===== config.mk =====
export PLATFORM = sky130hd
export DESIGN_NAME = featuremap_pad_writer
export DESIGN_NICKNAME = d
export VERILOG_FILES = /design/src/rtl/featuremap_pad_writer.sv
export SDC_FILE = /design/constraint.sdc
export NUM_CORES = 1
export LEC_CHECK = 0
export ABC_CLOCK_PERIOD_IN_PS = 6250
export BUFFER_PORTS_ARGS = -buffer_cell sky130_fd_sc_hd__buf_2
export CAP_MARGIN = 20
export CORE_MARGIN = 2
export CORE_UTILIZATION = 32
export DETAILED_ROUTE_END_ITERATION = 16
export SLEW_MARGIN = 5
export SYNTH_ARGS = -nofsm -noshare
export SYNTH_HDL_FRONTEND = slang
export SYNTH_SLANG_ARGS = --single-unit
export TNS_END_PERCENT = 50

===== constraint.sdc =====
create_clock -name clk -period 6.25 [get_ports clk]
set_clock_uncertainty 0.1 [all_clocks]
set_input_delay 0.9375 -clock clk [delete_from_list [all_inputs] [get_ports clk]]
set_output_delay 0.9375 -clock clk [all_outputs]
set_load 0.02 [all_outputs]

===== src/rtl/featuremap_pad_writer.sv =====
// featuremap_pad_writer: writes one channel's WIDTH x HEIGHT raster stream into its
// FIFO as a zero-bordered (WIDTH+2) x (HEIGHT+2) frame. Latency: accept -> wrreq 1 cycle.
// Backpressure: FIFO almost-full stalls every position; upstream is held off on pad words.
//
// Ports:
//   clk, rst                 clock, synchronous active-high reset
//   data_in, valid_in        upstream activation stream
//   ready_out                combinational; high only at an interior position that can write
//   data_fifo_almost_full    FIFO has at most one free entry
//   wrreq, data_out          registered FIFO write strobe and data
//   frame_done               pulses together with the last write of a frame
module featuremap_pad_writer #(
  parameter int DATA_WIDTH = 32,
  parameter int WIDTH      = 56,
  parameter int HEIGHT     = 56
) (
  input  logic                  clk,
  input  logic                  rst,
  input  logic [DATA_WIDTH-1:0] data_in,
  input  logic                  valid_in,
  output logic                  ready_out,
  input  logic                  data_fifo_almost_full,
  output logic                  wrreq,
  output logic [DATA_WIDTH-1:0] data_out,
  output logic                  frame_done
);

  localparam int CW = $clog2(WIDTH + 2);
  localparam int RW = $clog2(HEIGHT + 2);
  localparam logic [CW-1:0] COL_LAST = CW'(WIDTH + 1);
  localparam logic [RW-1:0] ROW_LAST = RW'(HEIGHT + 1);

  typedef enum logic {
    IDLE = 1'b0,
    RUN  = 1'b1
  } state_t;

  state_t        state;
  logic [CW-1:0] col;
  logic [RW-1:0] row;

  logic pad;
  logic go;
  logic advance;
  logic last_pos;

  assign pad      = (row == '0) || (row == ROW_LAST) || (col == '0) || (col == COL_LAST);
  assign last_pos = (row == ROW_LAST) && (col == COL_LAST);
  // almost_full leaves one entry of headroom, so the write registered in the
  // previous cycle still fits even though this cycle's flag is already high.
  assign go       = (state == RUN) && !data_fifo_almost_full;
  assign ready_out = go && !pad;
  // Pad words are generated locally and never wait on the upstream stream.
  assign advance  = go && (pad || valid_in);

  always_ff @(posedge clk) begin
    if (rst) begin
      state      <= IDLE;
      col        <= '0;
      row        <= '0;
      wrreq      <= 1'b0;
      data_out   <= '0;
      frame_done <= 1'b0;
    end else begin
      wrreq      <= advance;
      frame_done <= advance && last_pos;
      if (advance) begin
        data_out <= pad ? '0 : data_in;
      end

      case (state)
        IDLE: begin
          // The word that wakes us is not consumed here; it is taken at the
          // first interior position once RUN has written the top border.
          if (valid_in) begin
            state <= RUN;
          end
        end
        RUN: begin
          if (advance) begin
            if (last_pos) begin
              col   <= '0;
              row   <= '0;
              state <= IDLE;
            end else if (col == COL_LAST) begin
              col <= '0;
              row <= row + 1'b1;
            end else begin
              col <= col + 1'b1;
            end
          end
        end
        default: state <= IDLE;
      endcase
    end
  end

endmodule

======== Yosys cells after proc, flatten, opt, wreduce, memory -nomap -nowiden ========
Cells that the tools add are included.
storage, ports and cells
  logic and storage cells ................. 36
  memory bits (writable) .................. 0
  bits of input ports ..................... 36
  memories kept ........................... 0
  latch bits .............................. 0
  bits in read-only memories .............. 0
  register bits after elaboration ......... 47
operators by class
  divide/modulo/power cells ............... 0
  magnitude comparators ................... 0
  eq/ne operators ......................... 2
  bitwise gates (word level) .............. 1
  shifts and indexed selects .............. 0
  reductions and logical operators ........ 16
  add/sub/neg operators ................... 2
  mux-type cells .......................... 9
  multiply operators ...................... 0
operators with widths
  cell                                         count
  two-way mux 32 bit                           1
  two-way mux 6 bit                            4
  adder 6 x 1 -> 6 bit, second input constant  2
  == test 6 bit, second input constant         2
  zero test 6 bit                              2
  logical AND 1 bit                            5
  logical OR 1 bit                             4
  two-way mux 1 bit                            3
  AND reduction 3 bit                          1
  zero test 1 bit                              2
  one-hot mux 1 bit (2 select lines)           1
  AND reduction 2 bit                          1
  nonzero test 2 bit                           1
  NOT 1 bit                                    1

======== Depth between registers and ports, before layout ========
Gate-level depths: netlist (run 1).
  depth in word-level cells ............... 8
  mapped depth ............................ 9
  depth with buffers taken out ............ 7

======== Worst setup path before layout (run 1) ========
No wires, ideal clock.
  path kind ............................... in2out
  start point ............................. input data_fifo_almost_full
  end point ............................... output ready_out
  arrival ................................. 1.649 ns
  cell stages on the path ................. 2
  path slack .............................. 3.564 ns
  cell sequence ........................... nand2b_1 nor3_1
on the way
  longest elaborated chain between the ends .. 3
ends and longest elaborated chain
  what               line  text
  start, declared    22    input logic data_fifo_almost_full,
  zero test 1 bit    51    assign go = (state == RUN) && !data_fifo_almost_full;
  logical AND 1 bit  51
  logical AND 1 bit  52    assign ready_out = go && !pad;
  end, declared      21    output logic ready_out,
No other way between the ends.

======== Final worst setup path (run 1) ========
  start point ............................. register col[0]
  end point ............................... output ready_out
on the way
  longest elaborated chain between the ends .. 5
  elaborated cells between the ends (all ways) .. 6
ends and longest elaborated chain
  what                    line  text
  start, declared         39    logic [CW-1:0] col;
  start signal, assigned  89    col <= col + 1'b1;
  zero test 6 bit         47    assign pad = (row == '0) || (row == ROW_LAST) || (col == '0) || (col == COL_LAST);
  logical OR 1 bit        47
  logical OR 1 bit (*)    47
  zero test 1 bit (*)     52
  logical AND 1 bit (*)   52
Every way passes the cells marked *; elsewhere a longest branch is shown, timed or not.

==> metrics.txt, run 1 <==
layout cells sized above 1 between 30% and 40%; Primary FF master, synth dfxtp_1; Die Span Y 79.3 um; worst hold slack around 0.37 ns; worst setup path class reg2out; count of cell types in the netlist 38; RSZ-0062 raised after global routing false; Combinational Power Share 4.4%; detailed router's first-iteration violation count 60; cell at the root of the clock tree clkbuf_8; signal arrival time at the worst endpoint between 1.5 and 2 ns; Area contributors post-synth dfxtp_1 52%, a22o_1 15%, ha_1 4.1%, a21oi_1 2.5%, nor2_1 1.9%; Setup TNS 0 ns; pwr dens approximately 250 nW/um^2; Multi-input gate area slightly below 800 sq um; critical path required time 5.21 ns; Core Box Area between 5000 and 6000 sq um; initial antenna violation count 0; die area ~6300 sq um; CTS H-Tree Depth 2; clk sinks 47; Die Wd around 79 um; sequential area share after synthesis between 50% and 60%; HP Class reg2reg; number of I/O port buffers 70; endpoint class of the critical path output pin; most frequent cells after synthesis 47 x dfxtp_1, 32 x a22o_1, 9 x a21oi_1, 9 x nor2_1; Net Switching about 0.11 mW; FF/Latch Area 941 sq um; nets@finish ~280; Detail Route Antenna Nets 0; Pre-antenna DRT Iters 4; Clock Pin Slew Worst Setup and Hold Paths ~0.080 ns; minimum clock period 2.89 ns; Async SR Flop Fraction 0%; IO Pins between 70 and 80; CTS tree yes; area leader, netlist dfxtp_1; leakage power around 1.0 nW; FF+latch count, synth 47; Placer Congestion 0.767; Hold-fix buffers, CTS 0; FILL cells 549; Post-CTS Resized 0; top cell type's share of synthesized area between 50 and 60%; Final setup viols 0; Sw Share 19.2%; final worst path period share 46.3%; Total GRT Usage between 10% and 20%; Routed WL per cell ~13 um; vias per inst ~4.8; CP Max Fanout 5; Post-DP HPWL 2710 um; Post-CTS Setup Repair Bufs 0; drt total wl 3910 um; Post-Syn Area about 1800 sq um; via count 1,481; power share of the sequential group roughly 52%; fmax approximately 0.35 GHz; num rows 27; max cap viols 0; outcome complete, no violations; worst skew pair latency around 0.29 ns; internal power around 0.47 mW; number of global-route vias before repair 1,293; ANT cells 0; EDFF count, synth 0; post-synth net total 211; Startpoint Class register; initial core utilization 32.9%; total global routing overflow 0; CTS Buffer Depth 2; drt drc 0; VDD IR-drop max between 0.1 and 0.15 mV; Final Max Slew Viols 0; largest net degree at the start of global routing 33; slew margin rel. 65.3%; count leader, synth dfxtp_1; power share of the clock group 44.0%; synth warn 0; first-pass GRT wire length 6020 um; Fin. Hold Viols 0; syn avg cell area between 10 and 15 sq um; CTS Buf Count 5; Mapped Cells approximately 170; measured slew at the worst slew-check pin roughly 0.52 ns; area grow syn2layout 28.3%
-- per-layer routing --
| layer | wire (um) | track usage (%) | share of wire, % |
|---|---|---|---|
| met1 | 1840 | 14.9 | 47 |
| met2 | 1650 | 19.4 | 42 |
| met3 | 355 | 4.77 | 9.1 |
| met4 | 66 | 4.66 | 1.7 |
| met5 | 0 | 0 | 0 |
-- registers in the layout, summed over array words and instances, names as in the netlist --
signal / count
col: 6
data_out: 32
wrreq: 1
frame_done: 1
state: 1
row: 6
-- metrics by stage --
stage          util [%]  std cells  setup WS, ns  cell area [sq um]  power, mW
2_1_floorplan         -        169          3.56               1810      0.321
4_1_cts            42.0        305          3.34               2310      0.594
5_1_grt            42.3        306          3.22               2330      0.608
3_5_place_dp       39.6        297          3.39               2180      0.334
3_3_place_gp       39.6        297          3.40               2180      0.334
6_report           42.3        306          3.36               2330      0.584
-- critical path, cell delays in order, from the launching register on --
cell	delay, ns
dfxtp_1	0.35
inv_1	0.09
ha_1	0.13
or4b_1	0.42
a21oi_1	0.30
nor3_1	0.10
buf_2	0.17
-- cell type report --
cell class / instances / area share [%]
clock buffer: 6 / 3.12
clock inverter: 2 / 2.58
inverter: 6 / 0.968
multi-input combinational: 101 / 33.0
sequential: 47 / 40.4
tap: 72 / 3.87
timing repair buffer: 72 / 16.0
-- placed cells by master (no fill, tap or decap), types with 2 or more instances in the layout --
cell type,count
o21ai_0,3
bufinv_16,2
or4b_1,2
or2_2,2
a31oi_1,2
nand4_1,2
nor3_1,3
a21oi_1,9
nand3_1,5
a22o_1,32
nor2_1,9
ha_1,6
nand2_1,5
a211oi_1,4
a311oi_1,2
buf_2,70
clkbuf_8,5
inv_1,6
dfxtp_1,47
-- power groups by stage --
stage          Clock (mW)  Combinational, mW  Sequential (mW)
4_1_cts             0.266             0.0257            0.302
6_report            0.257             0.0254            0.302
2_1_floorplan           0             0.0126            0.309
3_5_place_dp            0             0.0256            0.309
3_3_place_gp            0             0.0256            0.309
5_1_grt             0.277             0.0282            0.302
-- final timing paths --
path,from,end,slack [ns],cells past startpoint
max,col[0],ready_out,3.36,6
min,data_out[20],data_out[20],0.37,1
max reg2reg,col[0],data_out[19],3.87,8
min reg2reg,data_out[20],data_out[20],0.37,1
-- cells by family after synthesis --
family | Yosys count | share of synthesized area, %
AO/OA/AOI/OAI | 57 | 25.9
flip-flops | 47 | 51.9
multiplexers | 1 | 0.621
adder cells (fa/ha/maj) | 6 | 4.14
XOR/XNOR | 1 | 0.483
buffers and inverters | 21 | 5.93
AND/OR/NAND/NOR | 36 | 11.0
Note: power is estimated with default switching activity, not from simulation.
==> inputs of run 2 (changes only) <==
- ABC_AREA: unset -> 1
- ABC_CLOCK_PERIOD_IN_PS: 6250 -> 2700
- clock period: 6.25 -> 2.7 ns (I/O delays scaled with it)
==> metrics.txt, run 2 <==
main combinational cell family by area after synthesis simple AND/OR/NAND/NOR gates; worst setup path class reg2out; Hold-fix buffers, CTS 0 (unchanged); area leader, netlist dfxtp_1; worst skew pair latency 0.29 ns (about the same); Clock Pin Slew Worst Setup and Hold Paths 0.09 ns (about the same); most flop-heavy register data_out; Post-CTS Setup Repair Bufs 0 (unchanged); area grow syn2layout 21.8%; critical path required time 2.19 ns (-3.02 ns); CTS H-Tree Depth 2 (unchanged); Synth Area in XOR/XNOR 0.776% (+0.29 points); Fin. Hold Viols 0 (unchanged); FILL cells 702 (+28%); Synth Area in Adders 3.33% (-0.81 points); RSZ-0062 raised after global routing false; Critical Path, Cell by Cell inv_1 -> ha_1 -> nand3_1 -> nand2_1 -> nor3_1 -> buf_2; Post-Syn Area 2260 sq um (+24%); sequential area share after synthesis 41.7% (-10 points); Synth Area in Simple Gates 35.6% (+25 points); vias per inst 4.83 (-0.30%); endpoint class of the critical path output pin; Detail Route Antenna Nets 0 (unchanged); pwr dens 486 nW/um^2 (+94%); Routed WL per cell 12.2 um (-4.8%); max cap viols 0 (unchanged); Core Box Area 6790 sq um (+23%); Power Total 1.34 mW (+130%); cell at the root of the clock tree clkbuf_8; Placer Congestion 0.828 (+8.0%); total global routing overflow 0 (unchanged); commonest non-fill, non-tap cell in the layout buf_2; measured slew at the worst slew-check pin 0.462 ns (-0.0575 ns); leakage power 1.19 nW (+15%); Max stage delay on crit path 0.38 ns (-0.04 ns); first-pass GRT wire length 8980 um (+49%); minimum clock period roughly 2.2 ns; Setup TNS 0 ns (unchanged); top cell type's share of synthesized area 41.7% (-10 points); layout cells sized above 1 26.0% (-11 points); commonest non-fill, non-tap cells in the layout 70 x buf_2, 66 x nand2_1, 47 x dfxtp_1; post-synth net total 343 (+63%); initial antenna violation count 0 (unchanged); Mapped Cells 301 (+78%); drt total wl 5580 um (+43%); HP Class in2reg; count of cell types in the netlist 27 (-29%); Post-DP HPWL 3740 um (+38%); CTS Buf Count 5 (unchanged); nets@finish 403 (+47%); synth warn 0 (unchanged); post-synthesis mux area share 0% (-0.62 points); largest net degree at the start of global routing 42 (+27%); Post-CTS Resized 0 (unchanged); Area contributors post-synth dfxtp_1 42%, nand2_1 11%, nand4_1 11%, a21oi_1 8.7%, nor2_1 4.7%; drt drc 0 (unchanged); Total GRT Usage 14.5% (+2.3 points); Final Max Slew Viols 0 (unchanged); max reg flops 32 (unchanged); clk sinks 47 (unchanged); Die Wd 88.0 um (+11%); num rows 30 (+11%); signal arrival time at the worst endpoint 1.69 ns (-0.16 ns); syn avg cell area 7.49 sq um (-30%); number of I/O port buffers 70 (unchanged); CTS tree yes; EDFF count, synth 0 (unchanged); Final setup viols 0 (unchanged); most frequent cells after synthesis 66 x nand2_1, 47 x dfxtp_1, 39 x a21oi_1, 39 x nand4_1, 28 x nor2_1; Die Span Y 88.0 um (+11%); IO Pins 71 (unchanged); FF+latch count, synth 47 (unchanged); Regs by FF count data_out: 32 flops, col: 6 flops, row: 6 flops; slew margin rel. 69.2% (+4.0 points); die area 7740 sq um (+23%); detailed router's first-iteration violation count 99 (+65%); fmax 0.456 GHz; number of global-route vias before repair 1,999 (+55%); outcome complete, no violations; via count 2,210 (+49%); CP max stage cell dfxtp_1; ANT cells 0 (unchanged); final worst path period share between 80% and 90%; VDD IR-drop max 0.347 mV (+170%); count leader, synth nand2_1; Primary FF master, synth dfxtp_1; Pre-antenna DRT Iters 5 (+1); Async SR Flop Fraction 0% (unchanged); Synth Area in Compound Gates 9.43% (-17 points); Startpoint Class register; CTS Buffer Depth 2 (unchanged); CP Max Fanout 6 (+1); initial core utilization 33.2% (+0.26 points)
-- run 2: final timing paths --
| path | startpoint | end | slack (ns) | depth (start not counted) |
|---|---|---|---|---|
| max | col[1] | ready_out | 0.51 | 6 |
| min | data_in[30] | data_out[30] | 0.28 | 3 |
| max reg2reg | row[0] | col[5] | 0.62 | 11 |
| min reg2reg | data_out[2] | data_out[2] | 0.36 | 2 |
-- run 2: per-layer routing --
layer  GRT usage [%]  vias to the layer above  routed length, um
li1                -                     1133                  -
met4            4.20                        0                 50
met2            23.6                       61               2550
met1            19.1                     1011               2680
met3            3.39                        5                291
met5               0                        -                  0
-- run 2: layout make-up --
cell class,instances,area [sq um],share of cell area (%)
clock buffers,6,82.6,3.01
flip-flops and latches,47,941,34.2
well taps,96,120,4.37
clock inverters,2,35.0,1.28
repair buffers,74,380,13.8
multi-input cells,212,1110,40.4
inverters,21,78.8,2.87
-- run 2: where the power goes --
group	switching, mW	internal [mW]	leakage, nW
Combinational	0.0653	0.0333	0.751
Sequential	0.00592	0.697	0.379
Clock	0.235	0.300	0.0612
Total	0.306	1.03	1.19
-- run 2: cell families (layout without fill, tap and decap cells) --
family / count (synthesis) / count (layout)
DFF: 47 / 47
xor gates and xnor gates: 2 / 2
adders and majority gates: 6 / 6
and+or+nand+nor: 162 / 162
buffers and inverters: 42 / 103
AOI/OAI and AO/OA: 42 / 42
-- run 2: critical path: cells and delay by family (launching register included) --
family / cells / cell delay, ns
fa+ha+maj: 1 / 0.21
buf+inv: 2 / 0.27
flops: 1 / 0.38
simple gates: 3 / 0.54
-- run 2: metrics by stage --
step	std cells	hold slack, ns	utilization (%)	setup WS (ns)	instance area, sq um
after floorplan	301	0.364	-	0.666	2260
after global placement	450	0.345	38.7	0.677	2630
after detailed placement	450	0.351	38.7	0.642	2630
after CTS	458	0.268	40.4	0.456	2750
after global routing	458	0.272	40.4	0.342	2750
final	458	0.275	40.4	0.508	2750
